[config.mk]
export PLATFORM = sky130hd
export DESIGN_NAME = fetch_sequencer
export DESIGN_NICKNAME = d
export VERILOG_FILES = /design/src/rtl/riscv_fetch_pkg.sv /design/src/rtl/fetch_sequencer.sv
export SDC_FILE = /design/constraint.sdc
export NUM_CORES = 1
export LEC_CHECK = 0
export ABC_CLOCK_PERIOD_IN_PS = 6210
export BUFFER_PORTS_ARGS = -buffer_cell sky130_fd_sc_hd__buf_4
export CAP_MARGIN = 20
export CORE_ASPECT_RATIO = 1.75
export CORE_MARGIN = 4
export CORE_UTILIZATION = 45
export CTS_CLUSTER_DIAMETER = 40
export DETAILED_ROUTE_END_ITERATION = 6
export PLACE_DENSITY_LB_ADDON = 0.05
export SLEW_MARGIN = 20
export SYNTH_ARGS = -nofsm -noshare
export SYNTH_HDL_FRONTEND = slang
export SYNTH_SLANG_ARGS = --single-unit
[constraint.sdc]
create_clock -name clk -period 6.21 [get_ports clk]
set_input_delay 1.242 -clock clk [delete_from_list [all_inputs] [get_ports clk]]
set_output_delay 1.242 -clock clk [all_outputs]
set_load 0.05 [all_outputs]
[src/rtl/riscv_fetch_pkg.sv]
// Shared types for the instruction fetch sequencer.
// States, fault causes and the fetch step size.
package riscv_fetch_pkg;

  typedef enum logic [2:0] {
    IDLE,
    REQ,
    VALID,
    DRAIN,
    FAULT
  } fetch_state_t;

  typedef enum logic [1:0] {
    CAUSE_NONE     = 2'd0,
    CAUSE_BUS      = 2'd1,
    CAUSE_TIMEOUT  = 2'd2,
    CAUSE_MISALIGN = 2'd3
  } fault_cause_t;

  localparam logic [31:0] INSTR_BYTES = 32'd4;

endpackage

[src/rtl/fetch_sequencer.sv]
// Fetch sequencer: drives the PC block and a single-outstanding
// imem port, handing fetched words to decode over valid/ready.
module fetch_sequencer
  import riscv_fetch_pkg::*;
#(
  parameter int unsigned MAX_WAIT = 255
) (
  input  logic        clk,
  input  logic        rst,
  input  logic        halt,
  input  logic [31:0] pc,
  output logic        pc_enable,
  output logic        pc_load,
  output logic [31:0] pc_step,
  output logic [31:0] pc_target,
  output logic        imem_req,
  output logic [31:0] imem_addr,
  input  logic        imem_ack,
  input  logic        imem_err,
  input  logic [31:0] imem_rdata,
  input  logic        redirect_valid,
  input  logic [31:0] redirect_target,
  output logic        inst_valid,
  input  logic        inst_ready,
  output logic [31:0] inst_data,
  output logic [31:0] inst_pc,
  output logic        fetch_fault,
  output logic [1:0]  fault_cause
);

  localparam int unsigned WW = $clog2(MAX_WAIT + 1);
  localparam logic [WW-1:0] WMAX = WW'(MAX_WAIT);
  localparam logic [WW-1:0] WONE = WW'(1);

  fetch_state_t  state_q, state_d;
  fault_cause_t  cause_q, cause_d;
  logic [WW-1:0] wait_q, wait_d;
  logic [31:0]   addr_q, addr_d;
  logic [31:0]   data_q, data_d;
  logic [31:0]   ipc_q, ipc_d;

  logic redir_ok, redir_bad, busy, timeout;

  always_comb begin
    redir_ok  = rst && redirect_valid
              && (redirect_target[1:0] == 2'b00);
    redir_bad = rst && redirect_valid
              && (redirect_target[1:0] != 2'b00);
    busy      = (state_q == REQ) || (state_q == DRAIN);
    timeout   = busy && !imem_ack
              && ((32'(wait_q) + 32'd1) >= MAX_WAIT);

    state_d   = state_q;
    cause_d   = cause_q;
    addr_d    = addr_q;
    data_d    = data_q;
    ipc_d     = ipc_q;
    wait_d    = '0;
    pc_enable = 1'b0;
    pc_load   = 1'b0;
    pc_target = '0;
    imem_req  = 1'b0;
    imem_addr = '0;

    unique case (state_q)
      IDLE: begin
        if (!halt) state_d = REQ;
      end
      REQ: begin
        imem_req  = 1'b1;
        imem_addr = pc;
        addr_d    = pc;
        if (imem_ack && imem_err) begin
          state_d = FAULT;
          cause_d = CAUSE_BUS;
        end else if (imem_ack) begin
          data_d    = imem_rdata;
          ipc_d     = pc;
          pc_enable = 1'b1;
          state_d   = VALID;
        end else if (timeout) begin
          state_d = FAULT;
          cause_d = CAUSE_TIMEOUT;
        end
      end
      VALID: begin
        if (inst_ready) state_d = halt ? IDLE : REQ;
      end
      DRAIN: begin
        imem_req  = 1'b1;
        imem_addr = addr_q;
        if (imem_ack) begin
          state_d = REQ;
        end else if (timeout) begin
          state_d = FAULT;
          cause_d = CAUSE_TIMEOUT;
        end
      end
      FAULT: begin
        state_d = FAULT;
      end
      default: state_d = IDLE;
    endcase

    // Redirect overrides every event above, including a same-cycle ack.
    if (redir_ok) begin
      pc_enable = 1'b1;
      pc_load   = 1'b1;
      pc_target = redirect_target;
      data_d    = data_q;
      ipc_d     = ipc_q;
      cause_d   = CAUSE_NONE;
      state_d   = busy ? DRAIN : REQ;
    end else if (redir_bad) begin
      pc_enable = 1'b0;
      data_d    = data_q;
      ipc_d     = ipc_q;
      cause_d   = CAUSE_MISALIGN;
      state_d   = FAULT;
    end

    if (busy && !imem_ack
        && ((state_d == REQ) || (state_d == DRAIN)))
      wait_d = (wait_q == WMAX) ? wait_q : wait_q + WONE;
  end

  always_ff @(posedge clk or negedge rst) begin
    if (!rst) begin
      state_q <= IDLE;
      cause_q <= CAUSE_NONE;
      wait_q  <= '0;
      addr_q  <= '0;
      data_q  <= '0;
      ipc_q   <= '0;
    end else begin
      state_q <= state_d;
      cause_q <= cause_d;
      wait_q  <= wait_d;
      addr_q  <= addr_d;
      data_q  <= data_d;
      ipc_q   <= ipc_d;
    end
  end

  assign pc_step     = INSTR_BYTES;
  assign inst_valid  = (state_q == VALID);
  assign inst_data   = data_q;
  assign inst_pc     = ipc_q;
  assign fetch_fault = (state_q == FAULT);
  assign fault_cause = cause_q;

endmodule
* Word-level counts from Yosys, hierarchy flattened
Cells that the tools add are included.
** Word-level totals
- Flip-flop bits (word level) :: 109
- Input bits :: 103
** Operators by class
- Bitwise operators :: 3
- Equal/unequal tests :: 8
- Order comparisons :: 1
- $add $sub $neg :: 2
- Reduce and logical (&&, ||, !) cells :: 16
- Multiplexer cells :: 28
** Operator list (number)
- $pmux 32 s2 :: 1
- $mux 32 :: 1
- $mux 3 :: 8
- $mux 8 :: 2
- $pmux 3 s5 :: 1
- $mux 2 :: 6
- $add 8x1->9 const B :: 1
- $eq 3x2->1 const B :: 3
- $ge 9x8->1 const B :: 1
- $add 8x1->8 const B :: 1
- $eq 8x8->1 const B :: 1
- $mux 1 :: 8
- $logic_and 1x1->1 :: 7
- $eq 3x1->1 const B :: 2
- $reduce_and 5->1 :: 1
- $pmux 2 s2 :: 1
- $reduce_bool 4->1 :: 1
- $eq 3x3->1 const B :: 1
- $logic_not 3->1 :: 1
- $not 1->1 :: 3
- $logic_not 2->1 :: 1
- $logic_or 1x1->1 :: 2
- $ne 2x2->1 const B :: 1
- $reduce_bool 2->1 :: 1
- other kinds (2) :: 2

* Logic depth before layout (Yosys ltp)
Gate-level depths: netlist of the first run.
- Word-level depth :: 14
- Mapped depth :: 8

* Least setup slack after synthesis of the first run
Ideal clock, no wire load.
- Path kind :: input port to output port
- Start :: input port rst
- End :: output port pc_target[24]
- Path buffers :: 1
- Arrival :: 2.954 ns
- Stages :: 4
- Slack :: 2.014 ns
- Path through :: nand2_1 nor3_1 clkbuf_1 and2_1
** On the way
- Longest elaborated chain between the ends :: 3
** RTL lines
- start: declaration :: RTL line fetch_sequencer.sv:9 : input logic rst,
- $logic_and 1x1->1 :: RTL line fetch_sequencer.sv:45 : redir_ok = rst && redirect_valid
- $logic_and 1x1->1 :: RTL line fetch_sequencer.sv:46 : && (redirect_target[1:0] == 2'b00);
- $mux 32 :: RTL line fetch_sequencer.sv:106 : if (redir_ok) begin
- end: declaration :: RTL line fetch_sequencer.sv:15 : output logic [31:0] pc_target,
Every way passes these cells.

* Final worst setup path of the first run
- Start :: input port rst
- End :: output port pc_target[8]
The elaborated chain is that of the path after synthesis.

==> results of run 1 <==
## synthesized netlist by cell type (all sizes together), types with 2 or more instances
cell / instances
inv: 6
mux2: 96
a311oi: 2
and2: 32
clkbuf: 6
mux2i: 32
o21ai: 4
nand3b: 3
ha: 2
nor2: 46
nand2: 6
buf: 53
a21oi: 3
xor2: 2
o22ai: 2
o211ai: 3
a2111oi: 2
dfrtp: 109
nand3: 8
nor3: 6
conb: 2
o21a: 2
nand2b: 4
## cell usage in the layout, fill, tap and decap left out, types with 2 or more instances in the layout
master	synthesis	final
buf_4	35	239
dfrtp_1	109	108
mux2_1	49	49
mux2_2	47	47
nor2_1	45	45
conb_1	2	34
mux2i_1	32	32
and2_1	32	32
clkbuf_16	0	9
inv_1	6	6
nand2_1	6	6
nand3_1	6	6
nor3_1	6	5
o21ai_0	4	4
nand2b_1	4	3
o211ai_1	3	3
nand3b_1	3	3
a21oi_1	3	3
o21a_1	2	2
o22ai_1	2	2
nand3_2	2	2
xor2_1	2	2
a311oi_1	2	2
a2111oi_4	2	2
ha_1	2	2
clkbuf_8	0	2
## per-layer routing
layer	wire [um]	global-route usage (%)	up-vias
met5	0	0	-
met4	358	8.35	0
met3	1020	5.72	22
met2	8560	40.4	163
met1	5040	21.5	2012
li1	-	-	1923
## logic make-up after synthesis
group / synth area share, %
mux: 25.7
simple gates: 10.7
flops: 50.0
buf+inv: 7.97
compound gates: 4.48
xor+xnor: 0.482
fa+ha+maj: 0.459
other cells: 0.138
## how the worst min path moves through the flow
stage                             start                  endpoint  slack, ns  depth (start not counted)
2_1_floorplan     addr_q[0]$_DFFE_PN0N_     addr_q[0]$_DFFE_PN0N_       0.48                          1
3_3_place_gp   inst_data[2]$_DFFE_PN0P_  inst_data[2]$_DFFE_PN0P_       0.47                          1
3_5_place_dp    inst_pc[15]$_DFFE_PN0P_   inst_pc[15]$_DFFE_PN0P_       0.48                          1
4_1_cts         inst_pc[16]$_DFFE_PN0P_   inst_pc[16]$_DFFE_PN0P_       0.50                          1
5_1_grt        inst_data[8]$_DFFE_PN0P_  inst_data[8]$_DFFE_PN0P_       0.51                          1
6_report        inst_pc[16]$_DFFE_PN0P_   inst_pc[16]$_DFFE_PN0P_       0.49                          1
## through the flow
| stage | area [um^2] | total power (W) |
|---|---|---|
| after detailed placement | 7130 | 0.00314 |
| after global routing | 7410 | 0.00383 |
| after global placement | 7130 | 0.00310 |
| after CTS | 7410 | 0.00370 |
| after floorplan | 5570 | 0.00253 |
| final | 7410 | 0.00366 |
## sequential cells by signal (all words and copies together), names as in the netlist
register,flops
inst_pc,32
state_q,3
fault_cause,2
wait_q,8
inst_data,32
addr_q,32
## cell type report
type | count | area (um^2) | share of cell area (%)
repair buffers | 239 | 1790 | 24.2
inverters | 6 | 22.5 | 0.304
clock inverters | 3 | 21.3 | 0.287
well taps | 135 | 169 | 2.28
multi-input cells | 306 | 2420 | 32.6
clock buffers | 12 | 256 | 3.46
flip-flops and latches | 109 | 2730 | 36.8
## power by group
part	internal, W	switching, W
Sequential	0.00103	0.000175
Clock	0.000292	0.000252
Combinational	0.000623	0.00128
==> results.toml, run 1 <==
[critical_path]
rr_worst_depth = 5
startpoint = "rst"
path_class = "in2out"
r2r-start = "state_q[2]$_DFF_PN0_"
worstSetupStartpointType = "primary input"
setup.worst_path.end_class = "primary output"
reg2reg_to = "inst_data[4]$_DFFE_PN0P_"
required_ns = 4.97
crit_slowest_cell = "buf_4"
critPathArrivalTime_ns = 3.07
path_buf_inv = 3
path_cells = "buf_4, nand2_1, nor3_2, buf_4, and2_1, buf_4"
crit_fanout = 49
regToRegSetupSlack_ns = 2.86
cp_top_family = "buffers and inverters"
cp.depth = 6
crit_top_cell = "buf_4"
max_stage_delay_ns = 0.48
crit_path_end = "pc_target[8]"

[pwr]
power.density_nw_per_um2 = 494
max-vdd-ir-drop_uv = 319
leakagePower_nw = 3.56

[drt]
num_vias = 4120
wire_per_inst_um = 18.5
drc = 0
via_per_inst = 5.09
drt_iter0_markers = 130
firstDrtPassIters = 6
ant_nets = 0
wl_um = 15000

[place]
globalplace.congestion = 0.852
io_buffers = 235
place_ws_ns = 1.86
post-dp-hpwl_um = 11600
placed_cells = 795

[clock_tree]
cts_resized = 0
clock_latency_ns = 0.34
cts_hold_buf = 0
cts_tree = "done"
cts_sinks = 109
ctsLongestPathBuffers = 2
cts_buffers = 9
cts.htree.levels = 3
cts_setup_buffers = 0
cts_root_buf = "clkbuf_16"
clk_pin_slew_ns = 0.07

[global_routing]
grt_max_degree = 65
gr-usage-all-layers_pct = 21.2
grt_pass1_vias = 4453
overflow = 0
grt_pass1_wl_um = 23500
antenna_found_initial = 0

[yosys]
ys.flop_type = "dfrtp_1"
synth-seq-area-share_pct = 50.0
ys_types = 47
synth_area_leaders = "dfrtp_1 50%, mux2_1 10%, mux2_2 9.7%, mux2i_1 5.9%, buf_4 4.8%"
syn-cell-area_um2 = 5450
synth.avg_cell_area_um2 = 12.2
synth_top_area_share_pct = 50.0
synth_edf_count = 0
ys_warn_count = 0
ys_ff_latch = 109
netlist_instances = 448
synth_largest_area_cell = "dfrtp_1"
synthArstFlopShare_pct = 100

[timing]
setup_viol = 0
max_freq_mhz = 232
hold_viol = 0
setup_tns_ns = 0
finalCriticalPeriod_ns = 4.31
finalClockSkew_ns = 0.00766
finalCritPeriodShare_pct = 69.4
fin_ws_ns = 1.90
maxSlewViolCount = 0
worstMarginPinSlew_ns = 1.02
whs_ns = 0.492
max-slew-margin-rel_pct = 32.0
rsz0062_at_grt = "no"

[layout]
drive_above_1_share_pct = 46.1
fillers = 969
utilization_pct = 63.3
nNetsFinal = 776
stdcell_count = 810
diodes = 0
area_growth_pct = 35.9

[floorplanning]
core_area_um2 = 11700
start_util_pct = 46.5
ios = 270
die_x_um = 91.2
die_h_um = 154
fp.dieArea_um2 = 14000
row_count = 52

[flow_run]
cap_violations = 0

[hold_path]
hold_class = "reg2reg"

[status]
status = "complete, no violations"
Note: power is estimated with default switching activity, not from simulation.
==> run 2, diff against run 1 <==
--- a/config.mk
+++ b/config.mk
@@ -5,12 +5,12 @@
 export SDC_FILE = /design/constraint.sdc
 export NUM_CORES = 1
 export LEC_CHECK = 0
-export ABC_CLOCK_PERIOD_IN_PS = 6210
+export ABC_CLOCK_PERIOD_IN_PS = 3650
 export BUFFER_PORTS_ARGS = -buffer_cell sky130_fd_sc_hd__buf_4
 export CAP_MARGIN = 20
 export CORE_ASPECT_RATIO = 1.75
 export CORE_MARGIN = 4
-export CORE_UTILIZATION = 45
+export CORE_UTILIZATION = 42
 export CTS_CLUSTER_DIAMETER = 40
 export DETAILED_ROUTE_END_ITERATION = 6
 export PLACE_DENSITY_LB_ADDON = 0.05
==> constraint.sdc (replaced) <==
create_clock -name clk -period 3.65 [get_ports clk]
set_input_delay 0.73 -clock clk [delete_from_list [all_inputs] [get_ports clk]]
set_output_delay 0.73 -clock clk [all_outputs]
set_load 0.05 [all_outputs]
==> run 2 against run 1 <==
  * Register-to-register slack got worse by 1.7 ns
  * Sequential power rose by 70%
  * Routed wire length shrank 5.0%
  * Critical endpoint is now imem_addr[29]
  * Sequential share of layout area fell by 0.70 points
  * Global-route usage shrank 2.8 points
  * Hold slack improved by 0.0019 ns
  * Utilization down 3.2 points
  * Highest routed layer unchanged
  * Final cell count up 4.7%
  * Critical path depth fell by 2
==> results.toml, run 2 (same netlist as run 1, synthesis figures left out) <==
[status]
status = "complete, no violations"

[layout]
final_cell_mix = "243 x buf_4, 108 x dfrtp_1, 49 x mux2_1"
drive_above_1_share_pct = 46.5
diodes = 0
nNetsFinal = 780
ff_latch_area_um2 = 2730
stdcell_count = 848
fillers = 1111
area_growth_pct = 38.6
final_common_cell = "buf_4"
multi_input_area_um2 = 2420

[floorplanning]
core_area_um2 = 12600
ios = 270
die_x_um = 94.1
row_count = 54
fp.dieArea_um2 = 14900
die_h_um = 159
start_util_pct = 43.4

[critical_path]
max_stage_delay_ns = 0.81
reg2reg_to = "inst_pc[27]$_DFFE_PN0P_"
startpoint = "state_q[1]$_DFF_PN0_"
path_cells = "buf_4, mux2i_1, nor2_1, buf_4"
crit_path_end = "imem_addr[29]"
required_ns = 2.92
regToRegSetupSlack_ns = 1.12
cp.depth = 4
setup.worst_path.end_class = "primary output"
rr_worst_depth = 6
path_class = "reg2out"
worstSetupStartpointType = "register"
crit_top_cell = "buf_4"
cp_top_family = "flip-flops"
critPathArrivalTime_ns = 2.08
path_buf_inv = 2
crit_fanout = 25
crit_slowest_cell = "dfrtp_2"
r2r-start = "state_q[2]$_DFF_PN0_"

[place]
globalplace.congestion = 0.862
io_buffers = 235
placed_cells = 832
post-dp-hpwl_um = 11000
place_ws_ns = 1.03

[drt]
ant_nets = 0
wire_per_inst_um = 16.8
num_vias = 4079
via_per_inst = 4.81
drc = 0
drt_iter0_markers = 99
wl_um = 14200
firstDrtPassIters = 4

[timing]
setup_viol = 0
finalCriticalPeriod_ns = 2.81
setup_tns_ns = 0
rsz0062_at_grt = "no"
max_freq_mhz = 356
fin_ws_ns = 0.843
max-slew-margin-rel_pct = 41.9
hold_viol = 0
worstMarginPinSlew_ns = 0.871
whs_ns = 0.494
finalCritPeriodShare_pct = 76.9
maxSlewViolCount = 0
finalClockSkew_ns = 0.00592

[global_routing]
grt_pass1_wl_um = 21400
grt_max_degree = 65
overflow = 0
antenna_found_initial = 0
gr-usage-all-layers_pct = 18.5
grt_pass1_vias = 4301

[flow_run]
cap_violations = 0

[pwr]
p_total_w = 0.00640
leakagePower_nw = 3.61
max-vdd-ir-drop_uv = 598
power.density_nw_per_um2 = 847

[clock_tree]
cts_sinks = 109
cts_hold_buf = 0
cts_root_buf = "clkbuf_16"
cts.htree.levels = 3
cts_buffers = 9
clk_pin_slew_ns = 0.07
ctsLongestPathBuffers = 2
clock_latency_ns = 0.34
cts_setup_buffers = 0
cts_resized = 0
cts_tree = "done"

[hold_path]
hold_class = "reg2reg"
## run 2: layout make-up
cell class / instances / share of cell area (%)
Clock buffer: 11 / 3.21
Clock inverter: 5 / 1.42
Inverter: 6 / 0.298
Multi-Input combinational cell: 306 / 32.0
Sequential cell: 109 / 36.1
Tap cell: 168 / 2.78
Timing Repair Buffer: 243 / 24.2
## run 2: worst min-delay path by stage
stage,startpoint,depth (start not counted),to,slack [ns]
5_1_grt,inst_pc[10]$_DFFE_PN0P_,1,inst_pc[10]$_DFFE_PN0P_,0.51
6_report,inst_data[18]$_DFFE_PN0P_,1,inst_data[18]$_DFFE_PN0P_,0.49
4_1_cts,inst_pc[0]$_DFFE_PN0P_,1,inst_pc[0]$_DFFE_PN0P_,0.50
2_1_floorplan,rst,0,addr_q[0]$_DFFE_PN0N_,0.43
3_3_place_gp,inst_data[10]$_DFFE_PN0P_,1,inst_data[10]$_DFFE_PN0P_,0.47
3_5_place_dp,inst_data[10]$_DFFE_PN0P_,1,inst_data[10]$_DFFE_PN0P_,0.48
## run 2: per-stage QoR
stage / instance area, um^2 / util, %
after global placement: 7200 / 57.3
after detailed placement: 7200 / 57.3
after global routing: 7550 / 60.1
final: 7550 / 60.1
after floorplan: 5570 / -
after CTS: 7550 / 60.1
## run 2: layer usage
metal / routed length [um] / track usage, %
met1: 4840 / 18.8
met2: 7990 / 34.9
met3: 1150 / 5.77
met4: 262 / 6.40
met5: 0 / 0
## run 2: report_power, final
group	leakage (nW)	switching [W]	total, W	internal [W]
sequential	1.32	0.000303	0.00206	0.00176
combinational	2.13	0.00215	0.00322	0.00107
clock	0.170	0.000428	0.00112	0.000692
total	3.61	0.00288	0.00640	0.00351
==> run 3, diff against run 2 <==
--- a/config.mk
+++ b/config.mk
@@ -5,12 +5,12 @@
 export SDC_FILE = /design/constraint.sdc
 export NUM_CORES = 1
 export LEC_CHECK = 0
-export ABC_CLOCK_PERIOD_IN_PS = 3650
+export ABC_CLOCK_PERIOD_IN_PS = 2700
 export BUFFER_PORTS_ARGS = -buffer_cell sky130_fd_sc_hd__buf_4
 export CAP_MARGIN = 20
 export CORE_ASPECT_RATIO = 1.75
 export CORE_MARGIN = 4
-export CORE_UTILIZATION = 42
+export CORE_UTILIZATION = 45
 export CTS_CLUSTER_DIAMETER = 40
 export DETAILED_ROUTE_END_ITERATION = 6
 export PLACE_DENSITY_LB_ADDON = 0.05
==> constraint.sdc (replaced) <==
create_clock -name clk -period 2.7 [get_ports clk]
set_input_delay 0.54 -clock clk [delete_from_list [all_inputs] [get_ports clk]]
set_output_delay 0.54 -clock clk [all_outputs]
set_load 0.05 [all_outputs]
==> run 3 against run 2 <==
  * Final cell count decreased by 3.8%
  * Sequential share of layout area increased by 0.28 points
  * Clock skew increased by 0.0049 ns
  * Die area decreased by 6.2%
  * Critical path depth unchanged
  * Global-route usage increased by 2.8 points
  * Hold slack got worse by 0.12 ns
  * Largest cell class unchanged
  * Critical path type unchanged
  * Highest routed layer unchanged
==> results.toml, run 3 (same netlist as run 1, synthesis figures left out) <==
[clock_tree]
cts.htree.levels = 3
cts_setup_buffers = 0
ctsLongestPathBuffers = 2
cts_buffers = 9
clock_latency_ns = 0.34
clk_pin_slew_ns = 0.07
cts_hold_buf = 0
cts_root_buf = "clkbuf_16"
cts_resized = 0
cts_tree = "done"
cts_sinks = 109

[critical_path]
worstSetupStartpointType = "register"
critPathArrivalTime_ns = 1.89
required_ns = 2.16
crit_fanout = 19
r2r-start = "wait_q[1]$_DFFE_PN0P_"
path_class = "reg2out"
setup.worst_path.end_class = "primary output"
startpoint = "state_q[2]$_DFF_PN0_"

[timing]
finalCriticalPeriod_ns = 2.43
whs_ns = 0.374
worstMarginPinSlew_ns = 0.766
max-slew-margin-rel_pct = 49.0
setup_tns_ns = 0
rsz0062_at_grt = "no"
finalCritPeriodShare_pct = 89.8
maxSlewViolCount = 0
setup_viol = 0
max_freq_mhz = 412
hold_viol = 0
finalClockSkew_ns = 0.0108

[global_routing]
grt_pass1_vias = 4588
grt_pass1_wl_um = 23800
gr-usage-all-layers_pct = 21.3
overflow = 0
grt_max_degree = 65
antenna_found_initial = 0

[layout]
final_cell_mix = "242 x buf_4, 108 x dfrtp_1, 49 x mux2_1"
utilization_pct = 64.0
final_common_cell = "buf_4"
nNetsFinal = 781
area_growth_pct = 37.5
drive_above_1_share_pct = 46.5
final_area_um2 = 7490
diodes = 0

[pwr]
max-vdd-ir-drop_uv = 762
leakagePower_nw = 3.60
p_total_w = 0.00849
power.density_nw_per_um2 = 1130

[hold_path]
hold_class = "in2async"

[place]
placed_area_um2 = 7190
io_buffers = 235
globalplace.congestion = 0.878
post-dp-hpwl_um = 11600

[drt]
wl_um = 14900
drc = 0
num_vias = 4228
firstDrtPassIters = 4
wire_per_inst_um = 18.3
ant_nets = 0
drt_iter0_markers = 144
via_per_inst = 5.18

[floorplanning]
core_area_um2 = 11700
start_util_pct = 46.5
die_x_um = 91.2
row_count = 52
fp.dieArea_um2 = 14000
die_h_um = 154
ios = 270

[flow_run]
cap_violations = 0

[status]
status = "complete, no violations"
## run 3: metrics by stage
stage                     cells  setup WS (ns)
after CTS                   816          0.256
after detailed placement    800          0.521
after floorplan             480          0.163
final                       816          0.274
after global placement      800          0.612
after global routing        816          0.187
## run 3: power by group
group          internal [W]  switching [W]  total [W]
clock network      0.000728       0.000600    0.00133
logic               0.00145        0.00294    0.00439
registers           0.00237       0.000400    0.00277
total               0.00455        0.00394    0.00849
## run 3: worst paths after layout
| path | end | slack [ns] | depth (start not counted) |
|---|---|---|---|
| worst max-delay path | imem_addr[0] | 0.27 | 4 |
| worst max register to register | wait_q[3]$_DFFE_PN0P_ | 0.49 | 6 |
| worst min register to register | inst_data[13]$_DFFE_PN0P_ | 0.49 | 1 |
| max in group asynchronous | inst_data[24]$_DFFE_PN0P_ | 1.19 | 3 |
| min in group clk | inst_data[16]$_DFFE_PN0P_ | 0.40 | 2 |
| worst min-delay path | inst_pc[22]$_DFFE_PN0P_ | 0.37 | 2 |
## run 3: worst max-delay path: stages, from the launching register on
cell,delay (ns)
dfrtp_1,0.43
nand2b_2,0.39
buf_4,0.31
nor2_1,0.18
buf_4,0.23
## run 3: cell type report
type	count	area (um^2)
clock buffers	10	229
repair buffers	244	1860
inverters	6	22.5
well taps	135	169
fillers	967	4220
clock inverters	6	71.3
flip-flops and latches	109	2730
multi-input cells	306	2420
## run 3: metal layers
metal	track usage, %	wire length, um	vias up
met5	0	0	-
met4	6.91	294	0
met3	6.85	1130	22
met2	40.2	8430	163
met1	21.7	5050	2112
li1	-	-	1931
